<file path="config.mk">
export PLATFORM = sky130hd
export DESIGN_NAME = irq_priority_sched_flat
export DESIGN_NICKNAME = d
export VERILOG_FILES = /design/src/rtl/irq_priority_sched_if.sv /design/src/rtl/irq_priority_sched.sv /design/src/flat_wrapper.sv
export SDC_FILE = /design/constraint.sdc
export NUM_CORES = 1
export LEC_CHECK = 0
export ABC_CLOCK_PERIOD_IN_PS = 5000
export BUFFER_PORTS_ARGS = -buffer_cell sky130_fd_sc_hd__buf_4
export CAP_MARGIN = 20
export CORE_ASPECT_RATIO = 1.5
export CORE_UTILIZATION = 40
export DETAILED_ROUTE_END_ITERATION = 12
export GPL_TIMING_DRIVEN = 0
export HOLD_SLACK_MARGIN = 0.05
export PLACE_DENSITY = 0.65
export SYNTH_ARGS = -nofsm -noshare
export SYNTH_HDL_FRONTEND = slang
export SYNTH_SLANG_ARGS = --single-unit
</file>
<file path="constraint.sdc">
create_clock -name clk -period 5 [get_ports clk]
set_input_delay 0.5 -clock clk [delete_from_list [all_inputs] [get_ports clk]]
set_output_delay 0.5 -clock clk [all_outputs]
set_load 0.05 [all_outputs]
</file>
<file path="src/rtl/irq_priority_sched_if.sv">
// Request/mask inputs and valid/ack offer channel of the interrupt scheduler.
// The master drives requests and acks; the slave is the scheduler itself.
interface irq_priority_sched_if;
    logic [7:0] req;
    logic [7:0] mask;
    logic       irq_ack;
    logic       irq_valid;
    logic [3:0] irq_code;
    logic [7:0] pending;

    modport master (
        output req, mask, irq_ack,
        input  irq_valid, irq_code, pending
    );

    modport slave (
        input  req, mask, irq_ack,
        output irq_valid, irq_code, pending
    );
endinterface

</file>
<file path="src/rtl/irq_priority_sched.sv">
// Eight-line interrupt scheduler: edge-captured pending bits, masked priority pick,
// valid/ack offer with timeout. Define ROUND_ROBIN_EN for rotating priority.
module irq_priority_sched #(
    parameter int unsigned ACK_TIMEOUT = 15
) (
    input  logic                 clk,
    input  logic                 rst,
    irq_priority_sched_if.slave  bus
);

    localparam int unsigned CW = (ACK_TIMEOUT < 1) ? 1 : $clog2(ACK_TIMEOUT + 1);

    typedef enum logic [1:0] {
        IDLE  = 2'd0,
        OFFER = 2'd1,
        GAP   = 2'd2
    } state_t;

    state_t          state_q, state_d;
    logic [7:0]      req_q, req_d;
    logic [7:0]      pending_q, pending_d;
    logic [2:0]      sel_q, sel_d;
    logic [CW-1:0]   cnt_q, cnt_d;
    logic            valid_q, valid_d;
    logic [3:0]      code_q, code_d;

    logic [7:0]      rise_c;
    logic [7:0]      elig_c;
    logic [7:0]      clr_c;
    logic [2:0]      pick_c;
    logic            hit_c;

`ifdef ROUND_ROBIN_EN
    logic [2:0]      ptr_q, ptr_d;
`endif

    assign rise_c = bus.req & ~req_q;
    assign elig_c = pending_q & ~bus.mask;

    // Line selection over the eligible set
    always_comb begin
        pick_c = 3'd0;
        hit_c  = 1'b0;
`ifdef ROUND_ROBIN_EN
        // Descending k so the last hit is the line closest below the pointer.
        for (int k = 7; k >= 0; k--) begin
            if (elig_c[3'(ptr_q - 3'(k))]) begin
                pick_c = 3'(ptr_q - 3'(k));
                hit_c  = 1'b1;
            end
        end
`else
        for (int i = 0; i < 8; i++) begin
            if (elig_c[i]) begin
                pick_c = 3'(i);
                hit_c  = 1'b1;
            end
        end
`endif
    end

    // Next-state and registered-output computation
    always_comb begin
        state_d = state_q;
        req_d   = bus.req;
        sel_d   = sel_q;
        cnt_d   = cnt_q;
        valid_d = valid_q;
        code_d  = code_q;
        clr_c   = 8'h00;
`ifdef ROUND_ROBIN_EN
        ptr_d   = ptr_q;
`endif

        case (state_q)
            IDLE: begin
                valid_d = 1'b0;
                code_d  = 4'd0;
                if (hit_c) begin
                    state_d = OFFER;
                    sel_d   = pick_c;
                    cnt_d   = '0;
                    valid_d = 1'b1;
                    code_d  = 4'({1'b0, pick_c}) + 4'd1;
                end
            end
            OFFER: begin
                if (bus.irq_ack) begin
                    state_d       = GAP;
                    clr_c[sel_q]  = 1'b1;
                    valid_d       = 1'b0;
                    code_d        = 4'd0;
`ifdef ROUND_ROBIN_EN
                    ptr_d         = sel_q - 3'd1;
`endif
                end else if ((ACK_TIMEOUT != 0) && (cnt_q + CW'(1) == CW'(ACK_TIMEOUT))) begin
                    // Withdraw without clearing so the line competes again.
                    state_d = GAP;
                    valid_d = 1'b0;
                    code_d  = 4'd0;
                end else begin
                    cnt_d = cnt_q + CW'(1);
                end
            end
            GAP: begin
                state_d = IDLE;
                valid_d = 1'b0;
                code_d  = 4'd0;
            end
            default: begin
                state_d = IDLE;
                valid_d = 1'b0;
                code_d  = 4'd0;
            end
        endcase

        // A fresh rising edge on the acked line keeps it pending.
        pending_d = (pending_q & ~clr_c) | rise_c;
    end

    always_ff @(posedge clk or posedge rst) begin
        if (rst) begin
            state_q   <= IDLE;
            req_q     <= 8'h00;
            pending_q <= 8'h00;
            sel_q     <= 3'd0;
            cnt_q     <= '0;
            valid_q   <= 1'b0;
            code_q    <= 4'd0;
`ifdef ROUND_ROBIN_EN
            ptr_q     <= 3'd7;
`endif
        end else begin
            state_q   <= state_d;
            req_q     <= req_d;
            pending_q <= pending_d;
            sel_q     <= sel_d;
            cnt_q     <= cnt_d;
            valid_q   <= valid_d;
            code_q    <= code_d;
`ifdef ROUND_ROBIN_EN
            ptr_q     <= ptr_d;
`endif
        end
    end

    assign bus.irq_valid = valid_q;
    assign bus.irq_code  = code_q;
    assign bus.pending   = pending_q;

endmodule
</file>
<file path="src/flat_wrapper.sv">
// flat-port wrapper written by rule: the top's interface ports become plain ports
module irq_priority_sched_flat 
#(
    parameter int unsigned ACK_TIMEOUT = 15
)
  (clk, rst, bus_req, bus_mask, bus_irq_ack, bus_irq_valid, bus_irq_code, bus_pending);
  irq_priority_sched_if bus_i ();
  input  logic clk;
  input  logic rst;
  input wire logic [$bits(bus_i.req)-1:0] bus_req;
  input wire logic [$bits(bus_i.mask)-1:0] bus_mask;
  input wire logic [$bits(bus_i.irq_ack)-1:0] bus_irq_ack;
  output wire logic [$bits(bus_i.irq_valid)-1:0] bus_irq_valid;
  output wire logic [$bits(bus_i.irq_code)-1:0] bus_irq_code;
  output wire logic [$bits(bus_i.pending)-1:0] bus_pending;
  assign bus_i.req = bus_req;
  assign bus_i.mask = bus_mask;
  assign bus_i.irq_ack = bus_irq_ack;
  assign bus_irq_valid = bus_i.irq_valid;
  assign bus_irq_code = bus_i.irq_code;
  assign bus_pending = bus_i.pending;
  irq_priority_sched #(.ACK_TIMEOUT(ACK_TIMEOUT)) u_core (.clk(clk), .rst(rst), .bus(bus_i));
endmodule
</file>
==> metrics.txt, run 1 <==
CTS tree=yes; area grow syn2layout=28.0%; DIE WIDTH=50.0 um; Crit. End Element=flip-flop; port bufs=31; worst slew pin tran=577 ps; unique cell type count in the Yosys netlist=38; Critical Path End=u_core.cnt_q[3]; CP max stage delay=440 ps; Worst Slack Setup Final=3240 ps; Initial Util=42.9%; Synth Register Bits=30; CTS max path bufs=2; wire per inst=13.7 um; Post-Syn Nets=152; FF-to-FF Start=u_core.cnt_q[0]; H-tree levels=2; Cell Pwr Density=542 nW/um^2; initial antenna violation count=0; die area=3700 um^2; Final min period=1760 ps; maximum vdd drop=0.316 mV; Critical Path Source Type=flip-flop; setup TNS=0 ps; Max Cap Viol=0; area fraction of the dominant cell type after synthesis=54.3%; post-synthesis async set-or-reset flop share=100%; IO Count=32; post-route ant nets=0; CP Depth=6; Syn Inst Count=130; DRC errors left=0; worst-skew pair later-pin latency=280 ps; via/cell ratio=5.21; total track usage=18.0%; worst-path fanout max=7; Max transition margin=61.5%; number of buffers created by CTS=5; Max Fclk=568 MHz; Crit path max-delay family=compound AO/OA/AOI/OAI gates; Row Count=25; Pleak=0.000816 uW; clk sinks=30; reg2reg end=u_core.cnt_q[3]; post-cts resize count=0; Ys Warns=0; hold buffers post-CTS=0; gpl congestion=0.854; final layout net count=191; core area=3220 um^2; DP HPWL=2230 um; Setup crit start=u_core.cnt_q[0]; Setup Skew=6.86 ps; vias in the first global route=1076; Die Y=74.0 um; grt ovf=0; Cell Chain, Critical Path=ha_1 > nor2b_1 > o21ai_2 > a21oi_2 > nor2_2 > a221o_1; global-route wire length before repair=4820 um; critical path class=flip-flop to flip-flop; DRT Pass-1 Iters=4; Hold Path Class=input port to asynchronous set/reset pin; initial drt markers=28; clock slew at reported path FFs=60 ps; detailed-route via count=1089; R2R cell count=6; Synth area leader=dfrtp_1; # Post-CTS Setup Buffers=0; antenna cells=0; RSZ-0062 raised after global routing=false; Buf+Inv Stages, Crit Path=0; Mapped Area=1380 um^2; internal reg-to-reg setup slack=3240 ps; Final Max Tran Viols=0; DP Worst Slack=3200 ps; Detailed Route WL=2860 um; Seq/Total Area, Yosys=54.3%; status=finished, final reports clean; CP arrival=1920 ps; Final Cycle Share=35.2%; Post-synth EDFFs=0; pin count of the biggest net entering global routing=19; dominant synthesized flop cell=dfrtp_1; Setup violations, final=0; filler instances=290; clock root buffer=clkbuf_8; syn avg cell area=10.6 um^2; largest cells by area after synthesis=dfrtp_1, o21ai_0, nand2b_1; Crit-path slowest cell=dfrtp_1; data required time of the worst path=5160 ps; final hold vios=0; layout cells sized above 1=27.8%
-- cells in the final DEF, fill, tap and decap left out, types with 2 or more instances in the layout --
master    netlist  routed
a21o_1          3       3
a21oi_1         4       4
a21oi_2         2       2
a22o_1          3       3
buf_4           0      31
clkbuf_1        0       2
clkbuf_8        0       5
dfrtp_1        30      30
ha_1            3       3
inv_1          12      12
nand2_1         5       5
nand2b_1        9       9
nand3_1         3       3
nor2_1         11      11
nor2b_1         4       4
o211ai_1        2       2
o21ai_0        13      13
o21ai_2         2       2
o31ai_1         2       2
-- worst reg2reg max path, delay by kind of cell (launching register included) --
family	cells	cell delay [ps]
adders and majority gates	1	270
and+or+nand+nor	2	300
AOI/OAI and AO/OA	3	640
DFF	1	440
-- layout make-up --
class	instances	area, um^2	share of cell area, %
clock buffers	7	76.3	4.31
inverters	12	45.0	2.55
multi-input cells	88	587	33.2
flip-flops and latches	30	751	42.4
well taps	40	50.0	2.83
repair buffers	32	260	14.7
-- cell usage after synthesis (2+ instances only) --
| library cell | number |
|---|---|
| dfrtp_1 | 30 |
| o21ai_0 | 13 |
| inv_1 | 12 |
| nor2_1 | 11 |
| nand2b_1 | 9 |
| nand2_1 | 5 |
| a21oi_1 | 4 |
| nor2b_1 | 4 |
| a21o_1 | 3 |
| a22o_1 | 3 |
| ha_1 | 3 |
| nand3_1 | 3 |
| a21oi_2 | 2 |
| o211ai_1 | 2 |
| o21ai_2 | 2 |
| o31ai_1 | 2 |
-- worst min path at each step --
stage                            endpoint  slack (ps)
detailed placement  u_core.bus.pending[0]         410
CTS                 u_core.bus.pending[1]         300
global route              u_core.req_q[4]         330
floorplan           u_core.bus.pending[0]         390
global placement    u_core.bus.pending[0]         400
finish                    u_core.req_q[2]         280
-- registers in the layout, summed over array words and instances (netlist names) --
name / cells
u_core.bus.irq_code: 4
u_core.bus.pending: 8
u_core.bus.irq_valid: 1
u_core.state_q: 2
u_core.req_q: 8
u_core.cnt_q: 4
u_core.sel_q: 3
-- report_power, final --
group          internal (uW)  switching, uW
combinational            153            252
sequential               309           68.1
clock                   95.4           80.9
total                    557            401
-- cells by family (layout without fill, tap and decap cells) --
kind of cell               count (synthesis)  count (layout)  synth area share, %
muxes                                      1               1                0.724
AOI/OAI and AO/OA                         38              38                 18.9
and+or+nand+nor                           45              45                 19.5
adders and majority gates                  3               3                 2.72
DFF                                       30              30                 54.3
xor gates and xnor gates                   1               1                0.634
buffers and inverters                     12              51                 3.26
-- layer usage --
metal / up-vias / share of wire, % / GRT usage [%]
li1: 529 / - / -
met1: 527 / 38 / 19.8
met2: 26 / 55 / 31.6
met3: 7 / 4.0 / 4.29
met4: 0 / 2.7 / 10.5
met5: - / 0 / 0
-- metrics by stage --
stage	total power [uW]	cell area (um^2)	hold WS (ps)	utilization [%]	cells
after floorplan	662	1380	392	-	130
after global placement	780	1670	397	51.7	201
after detailed placement	790	1690	407	52.5	202
after CTS	971	1770	298	54.9	209
after global routing	1010	1770	327	54.9	209
final	959	1770	283	54.9	209
Power figures use the tool's default switching activity.
==> run 2, diff against run 1 <==
--- a/config.mk
+++ b/config.mk
@@ -5,7 +5,7 @@
 export SDC_FILE = /design/constraint.sdc
 export NUM_CORES = 1
 export LEC_CHECK = 0
-export ABC_CLOCK_PERIOD_IN_PS = 5000
+export ABC_CLOCK_PERIOD_IN_PS = 1420
 export BUFFER_PORTS_ARGS = -buffer_cell sky130_fd_sc_hd__buf_4
 export CAP_MARGIN = 20
 export CORE_ASPECT_RATIO = 1.5
@@ -13,7 +13,7 @@
 export DETAILED_ROUTE_END_ITERATION = 12
 export GPL_TIMING_DRIVEN = 0
 export HOLD_SLACK_MARGIN = 0.05
-export PLACE_DENSITY = 0.65
+export PLACE_DENSITY = 0.68
 export SYNTH_ARGS = -nofsm -noshare
 export SYNTH_HDL_FRONTEND = slang
 export SYNTH_SLANG_ARGS = --single-unit
==> constraint.sdc (replaced) <==
create_clock -name clk -period 1.42 [get_ports clk]
set_input_delay 0.142 -clock clk [delete_from_list [all_inputs] [get_ports clk]]
set_output_delay 0.142 -clock clk [all_outputs]
set_load 0.05 [all_outputs]
==> metrics.txt, run 2 (synthesized netlist as in run 1, its figures left out) <==
final layout net count=211 (was 191); total track usage=20.9% (was 18.0%); worst slew pin tran=365 ps (was 577 ps); DIE WIDTH=50.0 um (unchanged); filler instances=264 (was 290); CP max stage delay=570 ps (was 440 ps); Detailed Route WL=3460 um (was 2860 um); Crit. End Element=flip-flop (unchanged); port bufs=31 (unchanged); Pleak=0.000925 uW (was 0.000816 uW); DRC errors left=0 (unchanged); Final Max Tran Viols=0 (unchanged); Setup Skew=4.69 ps (was 6.86 ps); Die Y=74.0 um (unchanged); detailed-route via count=1175 (was 1089); layout cells sized above 1=42.1% (was 27.8%); CTS tree=yes (unchanged); Crit-path slowest cell=or4_4 (was dfrtp_1); number of buffers created by CTS=5 (unchanged); Post-Layout Inst Area=2070 um^2 (was 1770 um^2); clock root buffer=clkbuf_8 (unchanged); Placed Instances=201 (was 202); area of the multi-input gates=676 um^2 (was 587 um^2); post-route ant nets=0 (unchanged); Max Cap Viol=0 (unchanged); area grow syn2layout=49.9% (was 28.0%); Max Fclk=597 MHz (was 568 MHz); RSZ-0062 raised after global routing=true (was false); commonest non-fill, non-tap cell in the layout=buf_4 (unchanged); DRT Pass-1 Iters=4 (unchanged); Critical Path Source Type=flip-flop (unchanged); vias in the first global route=1269 (was 1076); most frequent cells in the layout=buf_4, dfrtp_1, inv_1, nor2_1, dlygate4sd3_1 (was buf_4, dfrtp_1, o21ai_0, inv_1, nor2_1); wire per inst=15.0 um (was 13.7 um); Row Count=25 (unchanged); Final Cycle Share=118% (was 35.2%); Pwr Total=3820 uW (was 959 uW); initial antenna violation count=0 (unchanged); final hold vios=0 (unchanged); failing checks=setup timing; critical path class=flip-flop to flip-flop (unchanged); clk sinks=30 (unchanged); global-route wire length before repair=5570 um (was 4820 um); data required time of the worst path=1590 ps (was 5160 ps); Reg area=761 um^2 (was 751 um^2); non-filler instance count after layout=230 (was 209); Initial Util=42.9% (unchanged); Cell Chain, Critical Path=nor2b_4 > or4_4 > o21a_4 > a22o_1 (was ha_1 > nor2b_1 > o21ai_2 > a21oi_2 > nor2_2 > a221o_1); Setup violations, final=13 (was 0); Worst Slack Setup Final=-254 ps (was 3240 ps); Cell Pwr Density=1840 nW/um^2 (was 542 nW/um^2); status=complete, but fails checks (was finished, final reports clean); Final min period=1670 ps (was 1760 ps); worst-skew pair later-pin latency=280 ps (about the same); pin count of the biggest net entering global routing=31 (was 19); maximum vdd drop=1.12 mV (was 0.316 mV); IO Count=32 (unchanged); Max transition margin=75.6% (was 61.5%); initial drt markers=29 (was 28); CTS max path bufs=2 (unchanged); antenna cells=0 (unchanged); core area=3220 um^2 (unchanged); DP HPWL=2250 um (was 2230 um); gpl congestion=0.823 (was 0.854); die area=3700 um^2 (unchanged); Hold Path Class=input port to flip-flop (was input port to asynchronous set/reset pin); grt ovf=0 (unchanged); Placed Area=1680 um^2 (was 1690 um^2); worst-path fanout max=6 (was 7); clock slew at reported path FFs=60 ps (about the same); via/cell ratio=5.11 (was 5.21); CP arrival=1840 ps (was 1920 ps); H-tree levels=2 (unchanged)
[run 2: report_power, final]
part,total [uW],internal (uW),switching (uW)
combinational,1750,739,1010
clock,698,390,308
sequential,1370,1100,270
[run 2: final cells by class]
class	instances	area share (%)
sequential	30	36.7
multi-input combinational	88	32.6
timing repair buffer	52	21.7
clock buffer	7	4.17
tap	40	2.42
inverter	12	2.17
clock inverter	1	0.242
[run 2: timing repair]
item                                    in CTS  in global routing
gates resized for setup                     16                 11
hold buffers                                 8                  1
cloned                                       0                  0
pin swaps                                   10                 14
setup buffers                                6                  5
endpoints found under the setup margin      17                 20
hold endpoints to repair                     8                  6
[run 2: routing by layer]
layer  global-route usage (%)  up-vias  routed length, um
li1                         -      572                  -
met1                     20.4      561               1220
met2                     39.7       31               2010
met3                     4.70       11                109
met4                     11.7        0                114
met5                        0        -                  0
[run 2: final timing paths]
kind | start | to | slack (ps) | cells after the start
min in group asynchronous | rst | u_core.sel_q[0] | 390 | 3
max reg2reg | u_core.bus.pending[3] | u_core.bus.irq_code[1] | -250 | 4
min reg2reg | u_core.req_q[0] | u_core.bus.pending[0] | 400 | 1
max in group asynchronous | rst | u_core.state_q[0] | 580 | 4
max | u_core.bus.pending[3] | u_core.bus.irq_code[1] | -250 | 4
min | bus_irq_ack | u_core.cnt_q[0] | 230 | 4
[run 2: worst max-delay path, delay by kind of cell (launching register included)]
family,cells,cell delay (ps)
flops,1,400
compound gates,2,460
simple gates,2,710
[run 2: stage by stage]
step                utilization, %  setup slack [ps]  hold slack (ps)  setup TNS [ps]
floorplan                        -              -346              173           -3130
finish                        64.3              -254              228           -2460
detailed placement            52.0              -266              261           -3000
CTS                           61.0              -244              189           -2130
global route                  64.3              -305              255           -3210
global placement              52.0              -271              261           -2750
